<file path="src/rtl/if_fetch_stage_pkg.sv">
// if_fetch_stage_pkg: shared constants, state encoding and helpers for the fetch stage
// Contents:
//   XLEN                      - datapath width
//   RESET_PC_DEF/NOP_INST_DEF - default reset fetch address and bubble instruction
//   fetch_state_e             - fetch FSM states (IDLE, BUSY, HOLD)
//   pc_plus4()                - sequential PC, wraps modulo 2^XLEN
package if_fetch_stage_pkg;

    localparam int XLEN = 32;
    localparam logic [XLEN-1:0] RESET_PC_DEF = 32'h0000_0000;
    localparam logic [XLEN-1:0] NOP_INST_DEF = 32'h0000_0013;

    typedef enum logic [1:0] {
        IDLE = 2'd0,
        BUSY = 2'd1,
        HOLD = 2'd2
    } fetch_state_e;

    function automatic logic [XLEN-1:0] pc_plus4(input logic [XLEN-1:0] pc);
        return pc + XLEN'(4);
    endfunction

endpackage

</file>
<file path="src/rtl/if_fetch_stage_if_id_reg.sv">
// if_id_reg: IF/ID pipeline register with load, hold and bubble controls
// Ports:
//   clk, rst               - clock, synchronous active-high reset
//   load, load_inst/pc     - capture a live instruction and its PC (PC+4 derived here)
//   bubble                 - invalidate and insert NOP_INST, PC fields kept
//   valid, inst, pc, pc4   - register contents presented to decode
// Neither load nor bubble means hold.
module if_id_reg
    import if_fetch_stage_pkg::*;
#(
    parameter logic [XLEN-1:0] NOP_INST = NOP_INST_DEF
) (
    input  logic            clk,
    input  logic            rst,
    input  logic            load,
    input  logic            bubble,
    input  logic [XLEN-1:0] load_inst,
    input  logic [XLEN-1:0] load_pc,
    output logic            valid,
    output logic [XLEN-1:0] inst,
    output logic [XLEN-1:0] pc,
    output logic [XLEN-1:0] pc4
);

    always_ff @(posedge clk) begin
        if (rst) begin
            valid <= 1'b0;
            inst  <= NOP_INST;
            pc    <= '0;
            pc4   <= '0;
        end else if (load) begin
            valid <= 1'b1;
            inst  <= load_inst;
            pc    <= load_pc;
            pc4   <= pc_plus4(load_pc);
        end else if (bubble) begin
            valid <= 1'b0;
            inst  <= NOP_INST;
        end
    end

endmodule

</file>
<file path="src/rtl/if_fetch_stage.sv">
// if_fetch_stage: fetch PC, single-outstanding imem handshake and IF/ID register
// Ports:
//   clk, rst                 - clock, synchronous active-high reset
//   npc_i                    - next PC from the next-PC unit
//   stall_i, flush_i         - decode backpressure, taken-branch redirect
//   pc_o                     - current fetch PC
//   imem_req_o/addr_o        - request level and address (held until response)
//   imem_rvalid_i/rdata_i    - one-cycle response strobe and instruction word
//   if_id_valid/inst/pc/pc4  - IF/ID register contents for decode
// Optional: define IF_FETCH_PERF_EN to add perf_fetch_cnt_o and perf_bubble_cnt_o.
module if_fetch_stage
    import if_fetch_stage_pkg::*;
#(
    parameter logic [XLEN-1:0] RESET_PC = RESET_PC_DEF,
    parameter logic [XLEN-1:0] NOP_INST = NOP_INST_DEF
) (
    input  logic            clk,
    input  logic            rst,
    input  logic [XLEN-1:0] npc_i,
    input  logic            stall_i,
    input  logic            flush_i,
    output logic [XLEN-1:0] pc_o,
    output logic            imem_req_o,
    output logic [XLEN-1:0] imem_addr_o,
    input  logic            imem_rvalid_i,
    input  logic [XLEN-1:0] imem_rdata_i,
    output logic            if_id_valid_o,
    output logic [XLEN-1:0] if_id_inst_o,
    output logic [XLEN-1:0] if_id_pc_o,
    output logic [XLEN-1:0] if_id_pc4_o
`ifdef IF_FETCH_PERF_EN
    ,
    output logic [31:0]     perf_fetch_cnt_o,
    output logic [31:0]     perf_bubble_cnt_o
`endif
);

    fetch_state_e    state, state_n;
    logic [XLEN-1:0] pc, pc_n;
    logic            discard, discard_n;
    logic [XLEN-1:0] hb_inst, hb_inst_n, hb_pc, hb_pc_n;
    logic            ld, bub;
    logic [XLEN-1:0] ld_inst, ld_pc;

    assign pc_o        = pc;
    assign imem_req_o  = state == BUSY;
    assign imem_addr_o = pc;

    always_ff @(posedge clk) begin
        if (rst) begin
            state   <= IDLE;
            pc      <= RESET_PC;
            discard <= 1'b0;
            hb_inst <= '0;
            hb_pc   <= '0;
        end else begin
            state   <= state_n;
            pc      <= pc_n;
            discard <= discard_n;
            hb_inst <= hb_inst_n;
            hb_pc   <= hb_pc_n;
        end
    end

    // Flush wins over everything; a response still owed for the killed
    // request is marked for discard so it never reaches IF/ID.
    always_comb begin
        state_n   = state;
        pc_n      = pc;
        discard_n = discard;
        hb_inst_n = hb_inst;
        hb_pc_n   = hb_pc;
        ld        = 1'b0;
        bub       = 1'b0;
        ld_inst   = imem_rdata_i;
        ld_pc     = pc;
        case (state)
            IDLE: state_n = BUSY;
            BUSY: begin
                if (flush_i) begin
                    pc_n      = npc_i;
                    bub       = 1'b1;
                    discard_n = ~imem_rvalid_i;
                    hb_inst_n = '0;
                    hb_pc_n   = '0;
                end else if (imem_rvalid_i && discard) begin
                    discard_n = 1'b0;
                    bub       = ~stall_i;
                end else if (imem_rvalid_i && !stall_i) begin
                    ld   = 1'b1;
                    pc_n = npc_i;
                end else if (imem_rvalid_i) begin
                    hb_inst_n = imem_rdata_i;
                    hb_pc_n   = pc;
                    state_n   = HOLD;
                end else begin
                    bub = ~stall_i;
                end
            end
            HOLD: begin
                if (flush_i) begin
                    pc_n      = npc_i;
                    bub       = 1'b1;
                    hb_inst_n = '0;
                    hb_pc_n   = '0;
                    state_n   = BUSY;
                end else if (!stall_i) begin
                    ld      = 1'b1;
                    ld_inst = hb_inst;
                    ld_pc   = hb_pc;
                    pc_n    = npc_i;
                    state_n = BUSY;
                end
            end
            default: state_n = IDLE;
        endcase
    end

    if_id_reg #(
        .NOP_INST(NOP_INST)
    ) u_if_id (
        .clk      (clk),
        .rst      (rst),
        .load     (ld),
        .bubble   (bub),
        .load_inst(ld_inst),
        .load_pc  (ld_pc),
        .valid    (if_id_valid_o),
        .inst     (if_id_inst_o),
        .pc       (if_id_pc_o),
        .pc4      (if_id_pc4_o)
    );

`ifdef IF_FETCH_PERF_EN
    always_ff @(posedge clk) begin
        if (rst) begin
            perf_fetch_cnt_o  <= '0;
            perf_bubble_cnt_o <= '0;
        end else begin
            perf_fetch_cnt_o  <= perf_fetch_cnt_o + 32'(ld);
            perf_bubble_cnt_o <= perf_bubble_cnt_o + 32'(bub);
        end
    end
`endif

endmodule

</file>
<file path="config.mk">
export PLATFORM = sky130hd
export DESIGN_NAME = if_fetch_stage
export DESIGN_NICKNAME = d
export VERILOG_FILES = /design/src/rtl/if_fetch_stage_pkg.sv /design/src/rtl/if_fetch_stage_if_id_reg.sv /design/src/rtl/if_fetch_stage.sv
export SDC_FILE = /design/constraint.sdc
export NUM_CORES = 1
export LEC_CHECK = 0
export CELL_PAD_IN_SITES_DETAIL_PLACEMENT = 1
export CELL_PAD_IN_SITES_GLOBAL_PLACEMENT = 2
export CORE_MARGIN = 1.5
export CORE_UTILIZATION = 34
export CTS_BUF_LIST = sky130_fd_sc_hd__clkbuf_8
export CTS_CLUSTER_SIZE = 20
export DETAILED_ROUTE_END_ITERATION = 10
export DONT_BUFFER_PORTS = 1
export PLACE_DENSITY = 0.85
export SKIP_CTS_REPAIR_TIMING = 1
export SYNTH_ARGS = -nofsm -noshare
export SYNTH_HDL_FRONTEND = slang
export SYNTH_SLANG_ARGS = --single-unit
</file>
<file path="constraint.sdc">
create_clock -name clk -period 4.19 [get_ports clk]
set_input_delay 1.257 -clock clk [delete_from_list [all_inputs] [get_ports clk]]
set_output_delay 1.257 -clock clk [all_outputs]
set_load 0.01 [all_outputs]
</file>
==> flow_summary.toml, run 1 <==
[outcome]
outcome = "finished clean"

[critical_path]
cp_num_buf_inv = 1
endpoint_kind = "flop"
r2r_end = "u_if_id.pc4[28]"
crit_path_cell_trace = "nor3b_2 -> nand2_1 -> nand2_1 -> ha_1 -> inv_1 -> or4_1 -> a22oi_2 -> nor2b_1 -> nor4_1 -> a211o_1"
rr_worst_depth = 13
cpLargestDelayFamily = "simple AND/OR/NAND/NOR gates"
cp_slowest_cell = "or4_1"
worst_ep_required_time_ps = 4550
r2r_slack_ps = 810
critical-path-max-stage-delay_ps = 700
timing.critical_path.mode_cell = "nand2_1"
critical_path_class = "in -> reg"
cp-start-kind = "primary input"
worstPathMaxFanout = 8
rr_startpoint = "state[0]"
crit_arrival_ps = 3840

[cts]
root_buffer = "clkbuf_8"
clkTransAtPathRegs_ps = 110
cts_buffers = 17
cts_tree = "built"
clkSinkCount = 194
h-tree-depth = 4
clk_latency_ps = 480
max-clock-path-buffers = 2

[floorplanning]
die_area_sq_um = 26900
die_y_um = 164
core_sq_um = 25300
die_w_um = 164
num_rows = 58
io_pins = 231
start_util_pct = 34.8

[synth]
synth_ff_type = "dfxtp_1"
synth_compound_area_share_pct = 15.6
synth_xor_xnor_area_share_pct = 1.79
synth_mux_area_share_pct = 6.27
synth-seq-cells = 194
ys_types = 60
synth-adder-area-share_pct = 0.568
yosys_warnings = 0
ys_seq_area_share_pct = 44.0
syn_avg_cell_area_sq_um = 7.97
yosysTopAreaCell = "dfxtp_1"
async_flop_share_pct = 0
yosys.area.top_type_share_pct = 44.0
synth_area_sq_um = 8820
synthCells = 1106
synth_top_family_by_area = "simple AND/OR/NAND/NOR gates"
synth.area.top_cells = "dfxtp_1, a21oi_1, nand2_1"
synth_edf_count = 0
synthSimpleGateAreaFrac_pct = 24.7
synth_fp_nets = 1179

[place]
gp_congestion = 0.808
dp_slack_ps = 249
hpwlAfterDp_um = 17900
port_buffers = 0

[timing]
worst_slew_pin_slew_ps = 1020
tns_ps = 0
fmax_mhz = 287
setup_ws_ps = 708
finalHoldViolCount = 0
skew_ps = 25.3
drv_slew = 0
setup_viol = 0
rsz0062_at_grt = "false"
fin_crit_sh_pct = 83.1
maxSlewHeadroom_pct = 31.7
finalCriticalPeriod_ps = 3480

[power]
p_clk_share_pct = 32.4
p_leak_uw = 0.00328
switching_share_pct = 32.5
p_sw_uw = 1210
cell_internal_pwr_uw = 2520
seqPwrFrac_pct = 55.4
p_per_area_nw_per_um2 = 403
pwr-share-comb_pct = 12.2
vdd_ir_drop_max_uv = 160

[layout]
syn_to_final_growth_pct = 4.97
antenna_cells = 0
nets = 1093
num-fill-cells = 3030
drive_gt1_share_pct = 6.29

[drt]
vias_per_cell = 5.50
drt_iter0_markers = 373
drt-total-wl_um = 27500
vias = 7495
drc = 0
drtAntennaViolNets = 0
first_pass_iters = 5
avgRoutedWirePerCell_um = 20.1

[min_path]
hold_class = "reg -> reg"
min_from = "hb_inst[5]"
worstHoldEndpoint = "hb_inst[5]"
hold_path_depth = 2

[global_route]
track_usage_pct = 20.4
grt_first_pass_wirelength_um = 43000
grt_pass1_vias = 7585
overflow = 0
grt_max_degree = 212
antenna_found_initial = 0

[job]
cap_violations = 0
sequential cells by signal, indices dropped and copies added (netlist names):
register,cells
u_if_id.pc4,32
u_if_id.valid,1
state,2
u_if_id.inst,32
hb_pc,32
imem_addr_o,32
u_if_id.pc,30
discard,1
hb_inst,32
cells in the final DEF, fill, tap and decap left out, types with 17 or more instances in the layout:
cell / Yosys / routed
a211oi_1: 27 / 27
a21oi_1: 150 / 150
and3_1: 26 / 26
clkbuf_8: 0 / 17
dfxtp_1: 194 / 194
mux2i_1: 53 / 53
nand2_1: 173 / 173
nand3_1: 61 / 61
nor2_1: 149 / 148
worst min-delay path, stage by stage, from the launching register on:
cell	delay [ps]
dfxtp_1	330
nand2_1	50
a21oi_1	50
synthesized netlist by cell type (2+ instances only):
| cell type | instances |
|---|---|
| nor3b_1 | 7 |
| buf_1 | 12 |
| nor4_1 | 3 |
| o21ai_0 | 9 |
| nand4b_1 | 3 |
| nand3_1 | 61 |
| nor2_1 | 149 |
| dfxtp_1 | 194 |
| a311oi_1 | 5 |
| buf_4 | 35 |
| nand2_1 | 173 |
| a211oi_1 | 27 |
| or3_1 | 4 |
| a31oi_1 | 5 |
| a311o_1 | 2 |
| o32ai_1 | 2 |
| o21a_1 | 2 |
| clkbuf_1 | 66 |
| nand3b_1 | 11 |
| nand4_1 | 11 |
| inv_1 | 8 |
| xor2_1 | 8 |
| o211ai_1 | 7 |
| nor3_1 | 11 |
| a21oi_1 | 150 |
| xnor2_1 | 10 |
| mux2_2 | 2 |
| mux2i_1 | 53 |
| and4_1 | 2 |
| nor2b_1 | 4 |
| ha_1 | 4 |
| buf_2 | 4 |
| o31ai_1 | 4 |
| nand2b_1 | 3 |
| and3_1 | 26 |
| o21ai_1 | 3 |
| or4_1 | 3 |
final cells by class:
| cell class | instances | area (sq um) | share of cell area [%] |
|---|---|---|---|
| Clock buffer | 17 | 234 | 2.53 |
| Clock inverter | 15 | 148 | 1.60 |
| Inverter | 8 | 30.0 | 0.324 |
| Multi-Input combinational cell | 786 | 4370 | 47.3 |
| Sequential cell | 194 | 3880 | 42.0 |
| Tap cell | 330 | 413 | 4.46 |
| Timing Repair Buffer | 13 | 173 | 1.87 |
worst max-delay path by stage:
stage                  from              end  cells past startpoint
detailed placement  stall_i  u_if_id.pc4[28]                     10
finish              stall_i  u_if_id.pc4[28]                     10
floorplan           flush_i  u_if_id.pc4[28]                     14
CTS                 stall_i  u_if_id.pc4[28]                     10
global placement    stall_i  u_if_id.pc4[28]                     10
global route        stall_i  u_if_id.pc4[28]                     10
power by group through the flow:
stage          logic (uW)  registers [uW]  clock network (uW)
2_1_floorplan         414            2050                   0
3_3_place_gp          452            2110                   0
3_5_place_dp          462            2110                   0
4_1_cts               464            2070                1260
5_1_grt               507            2080                1320
6_report              456            2070                1210
cells by family (layout without fill, tap and decap cells):
family,count (synthesis),count (layout)
AND/OR/NAND/NOR,479,479
AO/OA/AOI/OAI,230,230
buffers and inverters,126,53
flip-flops,194,194
adder cells (fa/ha/maj),4,4
XOR/XNOR,18,18
multiplexers,55,55
metrics by stage:
stage	hold slack, ps	instance area (sq um)	utilization, %	std cells	total power, uW
3_3_place_gp	433	8870	35.0	1331	2560
6_report	462	9260	36.5	1363	3730
2_1_floorplan	431	8820	-	1106	2460
5_1_grt	483	9260	36.5	1363	3910
3_5_place_dp	444	8870	35.0	1331	2570
4_1_cts	461	9260	36.5	1363	3800
metal layers:
metal | global-route usage, % | vias to the layer above | part of all wire (%)
li1 | - | 3608 | -
met5 | 0 | - | 0
met3 | 5.73 | 15 | 6.1
met1 | 26.4 | 3691 | 46
met2 | 33.8 | 181 | 47
met4 | 4.50 | 0 | 1.1
(Power assumes the default switching activity.)
==> run 2, diff against run 1 <==
CORE_UTILIZATION = 37   (was 34)
PLACE_DENSITY = 0.88   (was 0.85)
clock period = 3.5 ns   (was 4.19 ns; I/O delays follow)
==> run 2 against run 1 <==
  * Via count grew 0.69%
  * Power up 22%
  * Worst hold slack got worse by 5.6 ps
  * Critical path depth is 3 higher
  * Combinational power increased by 28%
  * Global-route usage rose by 1.8 points
  * Critical endpoint is now u_if_id.pc4[26]
==> flow_summary.toml, run 2 (synthesis gave the netlist of run 1 again) <==
[cts]
clkSinkCount = 194
clkTransAtPathRegs_ps = 110
max-clock-path-buffers = 2
cts_tree = "built"
root_buffer = "clkbuf_8"
clk_latency_ps = 470
cts_buffers = 17
h-tree-depth = 4

[global_route]
grt_pass1_vias = 7435
grt_max_degree = 212
track_usage_pct = 22.2
antenna_found_initial = 0
overflow = 0
grt_first_pass_wirelength_um = 42400

[outcome]
outcome = "finished clean"

[critical_path]
r2r_end = "u_if_id.pc4[26]"
cp_slowest_cell = "or4_4"
cp-start-kind = "flop"
critical-path-max-stage-delay_ps = 540
cp-startpoint = "state[0]"
worst_ep_required_time_ps = 3900
r2r_slack_ps = 560
crit_path_cell_trace = "inv_1 -> ha_1 -> or3b_4 -> nand2_1 -> nand2_2 -> ha_4 -> inv_2 -> or4_4 -> a22oi_2 -> buf_4 -> and4_1 -> o21ai_0 -> a21oi_1"
crit_arrival_ps = 3340
rr_worst_depth = 13
crit_path_end = "u_if_id.pc4[26]"
worstPathMaxFanout = 14
critical_path_class = "reg -> reg"
endpoint_kind = "flop"
rr_startpoint = "state[0]"

[job]
cap_violations = 0

[drt]
vias = 7547
drt-total-wl_um = 27300
drc = 0
first_pass_iters = 4
drtAntennaViolNets = 0
drt_iter0_markers = 341
vias_per_cell = 5.50
avgRoutedWirePerCell_um = 19.9

[place]
place_area_sq_um = 8980
port_buffers = 0
gp_congestion = 0.816
hpwlAfterDp_um = 18400

[min_path]
hold_class = "reg -> reg"

[layout]
nets = 1112
final_cell_mix = "dfxtp_1, nand2_1, a21oi_1"
design_area_sq_um = 9380
syn_to_final_growth_pct = 6.43
antenna_cells = 0
num-fill-cells = 2868
mostFrequentLayoutCell = "dfxtp_1"
drive_gt1_share_pct = 8.65

[power]
vdd_ir_drop_max_uv = 178
p_per_area_nw_per_um2 = 483
p_total_uw = 4540
p_leak_uw = 0.00339

[timing]
finalHoldViolCount = 0
tns_ps = 0
fmax_mhz = 340
maxSlewHeadroom_pct = 49.9
skew_ps = 14.0
rsz0062_at_grt = "false"
setup_viol = 0
finalCriticalPeriod_ps = 2940
drv_slew = 0
worst_slew_pin_slew_ps = 749
fin_crit_sh_pct = 84.0

[floorplanning]
io_pins = 231
core_sq_um = 23400
die_w_um = 157
die_area_sq_um = 24800
start_util_pct = 37.7
num_rows = 56
die_y_um = 157
==> run 2: layout make-up <==
class                   instances  area, sq um  share of cell area (%)
well taps                     319          399                    4.25
inverters                       8         30.0                   0.320
clock inverters                15          165                    1.76
clock buffers                  17          234                    2.49
multi-input cells             786         4410                    47.0
flip-flops and latches        194         3880                    41.4
repair buffers                 32          265                    2.83
==> run 2: worst max-delay path, delay by kind of cell (launching register included) <==
family                   cells  cell delay [ps]
AO/OA/AOI/OAI                3              490
adder cells (fa/ha/maj)      2              390
buffers and inverters        3              310
flip-flops                   1              370
AND/OR/NAND/NOR              5             1330
==> run 2: routing by layer <==
metal | global-route usage [%] | up-vias | part of all wire (%) | wire length (um)
met4 | 6.51 | 0 | 1.4 | 369
met1 | 28.7 | 3689 | 46 | 12400
li1 | - | 3650 | - | -
met2 | 36.3 | 181 | 47 | 12800
met5 | 0 | - | 0 | 0
met3 | 5.86 | 27 | 6.3 | 1720
==> run 2: how the worst min path moves through the flow <==
| stage | startpoint | to | slack (ps) | depth (start not counted) |
|---|---|---|---|---|
| global placement | hb_pc[31] | hb_pc[31] | 430 | 2 |
| global route | hb_inst[25] | hb_inst[25] | 470 | 2 |
| floorplan | hb_pc[31] | hb_pc[31] | 430 | 2 |
| finish | hb_inst[4] | hb_inst[4] | 460 | 2 |
| CTS | hb_inst[4] | hb_inst[4] | 450 | 2 |
| detailed placement | hb_inst[4] | hb_inst[4] | 440 | 2 |
==> run 2: stage by stage <==
step	hold WS (ps)	worst slack, ps	instances	util, %
after CTS	455	564	1371	40.1
final	457	560	1371	40.1
after detailed placement	440	309	1339	38.4
after global routing	473	284	1371	40.1
after global placement	432	357	1339	38.4
after floorplan	431	-58.4	1106	-
==> run 2: report_power, final <==
| group | internal, uW | total, uW | switching [uW] | leakage [uW] |
|---|---|---|---|---|
| Sequential | 2300 | 2450 | 148 | 0.00157 |
| Combinational | 199 | 583 | 384 | 0.00161 |
| Clock | 600 | 1510 | 906 | 0.000202 |
| Total | 3100 | 4540 | 1440 | 0.00339 |
